File: config.mk
export PLATFORM = sky130hd
export DESIGN_NAME = rca_byte_serial_ctrl
export DESIGN_NICKNAME = d
export VERILOG_FILES = /design/src/rtl/rca_ctrl_pkg.sv /design/src/rtl/rca_8_bit.sv /design/src/rtl/rca_byte_serial_ctrl.sv
export SDC_FILE = /design/constraint.sdc
export NUM_CORES = 1
export LEC_CHECK = 0
export BUFFER_PORTS_ARGS = -buffer_cell sky130_fd_sc_hd__buf_2
export CAP_MARGIN = 30
export CORE_MARGIN = 1
export CORE_UTILIZATION = 56
export DETAILED_ROUTE_END_ITERATION = 16
export GPL_TIMING_DRIVEN = 0
export HOLD_SLACK_MARGIN = 0.03
export PLACE_DENSITY = 0.79
export SLEW_MARGIN = 20
export SYNTH_ARGS = -nofsm -noshare
export SYNTH_HDL_FRONTEND = slang
export SYNTH_SLANG_ARGS = --single-unit
export TNS_END_PERCENT = 50
File: constraint.sdc
create_clock -name clk -period 5.4 [get_ports clk]
set_clock_uncertainty 0.1 [all_clocks]
set_input_delay 0 -clock clk [delete_from_list [all_inputs] [get_ports clk]]
set_output_delay 0 -clock clk [all_outputs]
set_load 0.1 [all_outputs]
File: src/rtl/rca_ctrl_pkg.sv
// rtl/rca_ctrl_pkg.sv - shared types for the byte-serial ripple-carry add sequencer
package rca_ctrl_pkg;

  localparam int BYTE_W = 8;

  typedef enum logic [1:0] {
    IDLE = 2'd0,
    RUN  = 2'd1,
    DONE = 2'd2
  } state_t;

endpackage

File: src/rtl/rca_8_bit.sv
// rtl/rca_8_bit.sv - 8-bit ripple-carry adder
module rca_8_bit
  import rca_ctrl_pkg::*;
(
  input  logic [BYTE_W-1:0] a,
  input  logic [BYTE_W-1:0] b,
  input  logic              c_in,
  output logic [BYTE_W-1:0] sum,
  output logic              c_out
);

  always_comb begin
    logic cy;
    cy  = c_in;
    sum = '0;
    for (int i = 0; i < BYTE_W; i++) begin
      sum[i] = a[i] ^ b[i] ^ cy;
      cy     = (a[i] & b[i]) | (cy & (a[i] ^ b[i]));
    end
    c_out = cy;
  end

endmodule

File: src/rtl/rca_byte_serial_ctrl.sv
// rtl/rca_byte_serial_ctrl.sv - adds two NUM_BYTES-byte operands one byte per clock
// through a single shared rca_8_bit, LSB byte first, with a start/busy/done handshake.
module rca_byte_serial_ctrl
  import rca_ctrl_pkg::*;
#(
  parameter int NUM_BYTES = 4
) (
  input  logic                       clk,
  input  logic                       rst_n,
  input  logic                       start,
  input  logic [NUM_BYTES*BYTE_W-1:0] a,
  input  logic [NUM_BYTES*BYTE_W-1:0] b,
  input  logic                       c_in,
  output logic                       busy,
  output logic                       done,
  output logic [NUM_BYTES*BYTE_W-1:0] sum,
  output logic                       c_out
);

  localparam int W     = NUM_BYTES * BYTE_W;
  localparam int IDX_W = $clog2(NUM_BYTES);
  localparam logic [IDX_W-1:0] LAST_IDX = IDX_W'(NUM_BYTES - 1);

  state_t            state, state_next;
  logic [IDX_W-1:0]  idx;
  logic              carry;
  logic [W-1:0]      a_reg, b_reg, acc, acc_merged;
  logic [BYTE_W-1:0] a_byte, b_byte, sum8;
  logic              c_out8;
  logic              accept, last;

  assign accept = start && (state == IDLE || state == DONE);
  assign last   = (state == RUN) && (idx == LAST_IDX);
  assign busy   = (state == RUN);

  assign a_byte = a_reg[idx*BYTE_W +: BYTE_W];
  assign b_byte = b_reg[idx*BYTE_W +: BYTE_W];

  rca_8_bit u_rca (
    .a     (a_byte),
    .b     (b_byte),
    .c_in  (carry),
    .sum   (sum8),
    .c_out (c_out8)
  );

  // Final byte is merged here so sum is loaded complete in the same edge as the last add.
  always_comb begin
    acc_merged = acc;
    acc_merged[idx*BYTE_W +: BYTE_W] = sum8;
  end

  always_ff @(posedge clk or negedge rst_n) begin
    if (!rst_n) state <= IDLE;
    else        state <= state_next;
  end

  always_comb begin
    state_next = state;
    case (state)
      IDLE:    if (start) state_next = RUN;
      RUN:     if (idx == LAST_IDX) state_next = DONE;
      DONE:    state_next = start ? RUN : IDLE;
      default: state_next = IDLE;
    endcase
  end

  always_ff @(posedge clk or negedge rst_n) begin
    if (!rst_n) begin
      idx   <= '0;
      carry <= 1'b0;
      a_reg <= '0;
      b_reg <= '0;
      acc   <= '0;
      sum   <= '0;
      c_out <= 1'b0;
      done  <= 1'b0;
    end else begin
      done <= (state_next == DONE);
      if (accept) begin
        a_reg <= a;
        b_reg <= b;
        carry <= c_in;
        idx   <= '0;
      end else if (state == RUN) begin
        acc   <= acc_merged;
        carry <= c_out8;
        if (last) begin
          sum   <= acc_merged;
          c_out <= c_out8;
        end else begin
          idx <= idx + 1'b1;
        end
      end
    end
  end

endmodule
**Word-level counts from Yosys, hierarchy flattened**

Cells that the tools add are included.

- Add/subtract/negate cells: 2
- Equal/unequal tests: 5
- Shift operators: 4
- Muxes and demuxes: 10
- Bitwise operators: 41
- Reduce and logical (&&, ||, !) cells: 8

Operator list:

| kind | count |
|---|---|
| 32-bit by 6-bit variable part select with 8-bit output | 2 |
| 5-bit negation with 34-bit output | 1 |
| 8-bit by 34-bit variable shift with 32-bit output (first input constant) | 1 |
| 8-bit by 34-bit variable part select with 32-bit output | 1 |
| 32-bit bitwise mux | 1 |
| 1-bit AND | 16 |
| 1-bit bitwise XOR | 16 |
| 2-bit 2-to-1 mux | 5 |
| 1-bit OR | 8 |
| 2-bit == test (second input constant) | 3 |
| 2-bit one-hot mux with 3 select lines | 1 |
| 2-bit AND reduction | 2 |
| 1-bit 2-to-1 mux | 3 |
| 3-bit AND reduction | 1 |
| 2-bit by 1-bit adder with 2-bit output (second input constant) | 1 |
| 2-bit by 1-bit == test with 1-bit output (second input constant) | 1 |
| 1-bit logical AND | 2 |
| 2-bit zero test | 1 |
| 2-bit inequality test (second input constant) | 1 |
| 2-bit nonzero test | 1 |
| 1-bit logical OR | 1 |
| 1-bit inverter | 1 |

- Flip-flop bits (word level): 135
- Input bits: 68
- Output and inout port bits: 35
- Logic and storage cells: 79

**Depth between registers and ports, before layout**

- Depth after elaboration: 20
- Gate-level depth with buffers: 17
- Depth with buffers taken out: 15

**By module**

From an unflattened synthesis, not the netlist that was laid out.

- Cells, all modules: 472
- Area total of the unflattened synthesis: 6140.9 um^2

Modules (own cells, without submodules):

| module | instances | cells each | area an instance (um^2) | seq. area each (um^2) |
|---|---|---|---|---|
| rca_byte_serial_ctrl | 1 | 454 | 5943.2 | 3378.2 |
| rca_8_bit | 1 | 18 | 197.7 | 0.0 |

**Worst setup path before layout**

OpenSTA, ideal clock, no wires.

- Path type: reg2reg
- Start point: register idx[0]
- End point: register sum[7]
- Setup time: 0.126 ns
- Arrival: 4.448 ns
- Required time: 5.174 ns
- Setup slack: 0.726 ns
- Stages on the path, launching flop included: 18
- Path buffers: 2
- Period minus slack after synthesis: 4.674 ns
- Path through: dfrtp_1 -> buf_6 -> buf_6 -> mux4_2 -> inv_1 -> fa_1 -> fa_1 -> fa_1 -> fa_1 -> fa_1 -> inv_1 -> fa_1 -> inv_1 -> fa_1 -> inv_1 -> fa_1 -> a21oi_1 -> a21oi_1

- Word-level cells in the longest chain between the ends: 19
- Elaborated cells between the ends (all ways): 46
- Those cells by class: add/sub (1); eq/ne (1); shift (4); mux (1); bitwise (37); reduce/logical (2)

Ends and longest elaborated chain:

| what | RTL line | text |
|---|---|---|
| from (decl) | rca_byte_serial_ctrl.sv:25 | `logic [IDX_W-1:0] idx;` |
| from (signal assigned) | rca_byte_serial_ctrl.sv:92 | `idx <= idx + 1'b1;` |
| 32-bit by 6-bit variable part select with 8-bit output, on equally long branches | rca_byte_serial_ctrl.sv:36, rca_byte_serial_ctrl.sv:37 |  |
| 1-bit bitwise XOR | rca_8_bit.sv:17, rca_8_bit.sv:18 |  |
| 1-bit AND | rca_8_bit.sv:18 | `cy = (a[i] & b[i]) \| (cy & (a[i] ^ b[i]));` |
| 1-bit OR | rca_8_bit.sv:18 |  |
| 1-bit AND | rca_8_bit.sv:18 |  |
| 1-bit OR | rca_8_bit.sv:18 |  |
| 1-bit AND | rca_8_bit.sv:18 |  |
| 1-bit OR | rca_8_bit.sv:18 |  |
| (+3 left out) | - |  |
| 1-bit OR | rca_8_bit.sv:18 |  |
| 1-bit AND | rca_8_bit.sv:18 |  |
| 1-bit OR | rca_8_bit.sv:18 |  |
| 1-bit AND | rca_8_bit.sv:18 |  |
| 1-bit OR | rca_8_bit.sv:18 |  |
| 1-bit bitwise XOR | rca_8_bit.sv:17 | `sum[i] = a[i] ^ b[i] ^ cy;` |
| 8-bit by 34-bit variable part select with 32-bit output | rca_byte_serial_ctrl.sv:50 | `acc_merged[idx*BYTE_W +: BYTE_W] = sum8;` |
| 32-bit bitwise mux | rca_byte_serial_ctrl.sv:50 |  |
| to (signal assigned) | rca_byte_serial_ctrl.sv:89 | `sum <= acc_merged;` |
| to (decl) | rca_byte_serial_ctrl.sv:16 | `output logic [NUM_BYTES*BYTE_W-1:0] sum,` |

Several ways; a longest one is shown, not always the timed one.
A chain may end at the register's enable or synchronous reset.

**Final worst setup path**

- Start point: register idx[1]
- End point: register sum[15]

The elaborated chain is that of the path after synthesis.

==> out/results.tsv <==
stage	metric	value	unit
clock_tree	cts_tree	yes	
grt	grt_util_met1	37.24	%
sta	slew_viol_final	0	
route	wl	16.22	mm
worst_hold_path	hp-class	in2reg	
sta	finalCriticalPeriod	5.242	ns
sta	tightest_slew	0.5518	ns
route	via_count	4536	
worst_hold_path	hold_end	b_reg[19]$_DFFE_PN0P_	
clock_tree	cts-root-buf	clkbuf_8	
sta	rsz0062_at_grt	no	
placement	dp_hpwl	9.646	mm
synth	syn-num-nets	539	
synth	syn_avg_cell_area	13.45	µm²
grt	grt_overflow	0	
sta	fmax	190.8	MHz
route	drc	0	
grt	grt_use_met3	5.775	%
run	drv_cap	0	
synth	postSynth.asyncResetShare	100.0	%
worst_setup_path	rr_worst_depth	17	
sta	finalHoldViolCount	0	
layout	final_layout_size_suffix_gt1_share	37.03	%
clock_tree	cts.sinks	135	
route	postRouteAntennaNets	0	
worst_setup_path	cp.arrival	5.56	ns
clock_tree	clk_pin_slew	0.06	ns
clock_tree	ctsHtreeMaxLevel	4	
route	wl_per_cell	20.40	µm
layout	fillers	634	
sta	tns	0	ns
synth	synth.distinct_cells	37	
worst_setup_path	endpoint_kind	register	
route	vias_per_cell	5.706	
layout	fin_nets	729	
die	coreArea	10460	µm²
synth	seq_area_frac_synth	54.95	%
sta	max_slew_margin	63.13	%
synth	syn_inst	457	
placement	gp_congestion	0.8154	
sta	final.setup.worst_slack	0.1579	ns
synth	synth-edff-count	0	
clock_tree	clk_path_buf_depth	2	
worst_setup_path	timing.rr.start	idx[1]$_DFFE_PN0P_	
die	die_w	106.8	µm
die	die_area	11400	µm²
grt	grt_usage	31.34	%
grt	antenna_found_initial	0	
die	dieHeight	106.8	µm
grt	grt_first_pass_wirelength	26.06	mm
layout	seqCellArea	3378	µm²
layout	final_util	78.06	%
layout	multi_input_area	2512	µm²
placement	portBuffers	102	
layout	mostFrequentLayoutCell	dfrtp_1	
worst_setup_path	reg2reg_to	sum[15]$_DFFE_PN0P_	
grt	top_usage_layer	met2	
die	io_pins	103	
grt	grt_use_met2	53.87	%
worst_setup_path	critPathLaunch	idx[1]$_DFFE_PN0P_	
placement	dp_slack	0.1952	ns
die	rows	37	
status	outcome	complete, no violations	
route	drt_iter0_markers	218	
die	initial_core_util	58.77	%
clock_tree	cts_setup_buffers	0	
sta	setup-violations-final	0	
synth	ys.flop_type	dfrtp_1	
synth	yosysWarningCount	0	
worst_setup_path	path_class	reg2reg	
worst_setup_path	cp-start-kind	register	
grt	grt_pass1_vias	4932	
layout	syn2layout_area_growth	32.82	%
synth	syn_area	6148	µm²
worst_hold_path	hold_start	start	
worst_setup_path	cp_max_fo	10	
grt	grt_start_max_net_pins	74	
worst_setup_path	cp.required	5.72	ns
worst_setup_path	r2r_slack	0.16	ns
route	drtPass1Iterations	6	
sta	period_share	97.08	%
layout	antenna_cells	0	
layout	final_cell_mix	dfrtp_1, buf_2, dlygate4sd3_1, mux2_2, nand2b_1	
worst_hold_path	hold_depth	5	
clock_tree	cts_buffers	17	
clock_tree	clk_latency	0.54	ns
synth	synth_seq_cells	135	
metal layers:
layer  up-vias  wire (µm)
met1      2272       6298
li1       2026          -
met2       192       8442
met5         -          0
met3        46        845
met4         0        634
stage by stage:
stage          hold slack (ns)  area, µm²  std cells
6_report                0.1082       8167        795
3_5_place_dp           -0.1297       6867        696
5_1_grt                 0.1433       8167        795
4_1_cts                 0.1056       8164        795
2_1_floorplan          -0.3956       6148        457
3_3_place_gp            0.1324       6829        695
worst max-delay path by stage:
stage,endpoint
6_report,sum[15]$_DFFE_PN0P_
5_1_grt,sum[15]$_DFFE_PN0P_
4_1_cts,sum[15]$_DFFE_PN0P_
3_5_place_dp,sum[15]$_DFFE_PN0P_
3_3_place_gp,sum[15]$_DFFE_PN0P_
2_1_floorplan,sum[7]$_DFFE_PN0P_
cells in the mapped netlist, types with 2 or more instances:
| cell type | number | area [µm²] |
|---|---|---|
| a31oi_1 | 18 | 112.6 |
| a22o_1 | 2 | 17.52 |
| nand2_1 | 4 | 15.01 |
| o221ai_1 | 6 | 52.55 |
| and3b_1 | 2 | 17.52 |
| inv_1 | 26 | 97.59 |
| fa_1 | 8 | 160.2 |
| nor2b_1 | 10 | 62.56 |
| buf_6 | 6 | 67.56 |
| buf_2 | 14 | 70.07 |
| and4bb_2 | 4 | 50.05 |
| clkbuf_1 | 3 | 11.26 |
| mux2_2 | 59 | 664.4 |
| dfrtp_1 | 135 | 3378 |
| o21a_1 | 6 | 45.04 |
| nor3_1 | 2 | 10.01 |
| nand2b_1 | 36 | 225.2 |
| ha_1 | 6 | 75.07 |
| mux4_2 | 16 | 360.4 |
| nor2_1 | 26 | 97.59 |
| mux2_4 | 6 | 90.09 |
| o2bb2ai_1 | 30 | 262.8 |
| a21oi_1 | 16 | 80.08 |
| nand2_2 | 2 | 12.51 |
| nor3b_1 | 2 | 15.01 |
what timing repair did:
item / in CTS / in global routing
setup endpoints to repair: 0 / 3
hold buffers: 68 / 0
gates resized for setup: 0 / 1
endpoints found under the hold margin: 200 / 0
cell families after synthesis:
group,share of synthesized area [%]
flops,54.95
simple gates,9.219
compound gates,9.687
buf+inv,4.192
mux,18.13
fa+ha+maj,3.826
final cells by class:
cell class	instances	area share, %
sequential	135	41.37
tap	136	2.084
buffer	25	1.992
timing repair buffer	171	15.26
clock buffer	18	5.117
clock inverter	13	2.222
inverter	26	1.195
multi-input combinational	271	30.76
worst max-delay path, cell delays in order (launching register included):
cell and delay [ns]:
dfrtp_1 0.40, buf_2 0.28, clkbuf_4 0.31, mux4_2 0.21
inv_1 0.07, fa_1 0.41, fa_1 0.40, fa_1 0.39
fa_1 0.41, fa_1 0.44, inv_1 0.09, fa_1 0.17
inv_1 0.05, fa_1 0.42, inv_1 0.08, fa_1 0.53
a21oi_1 0.27, a21oi_1 0.10
Power is not shown: default switching activity piles up to over one toggle a cycle in this logic, so the estimate is an artifact.
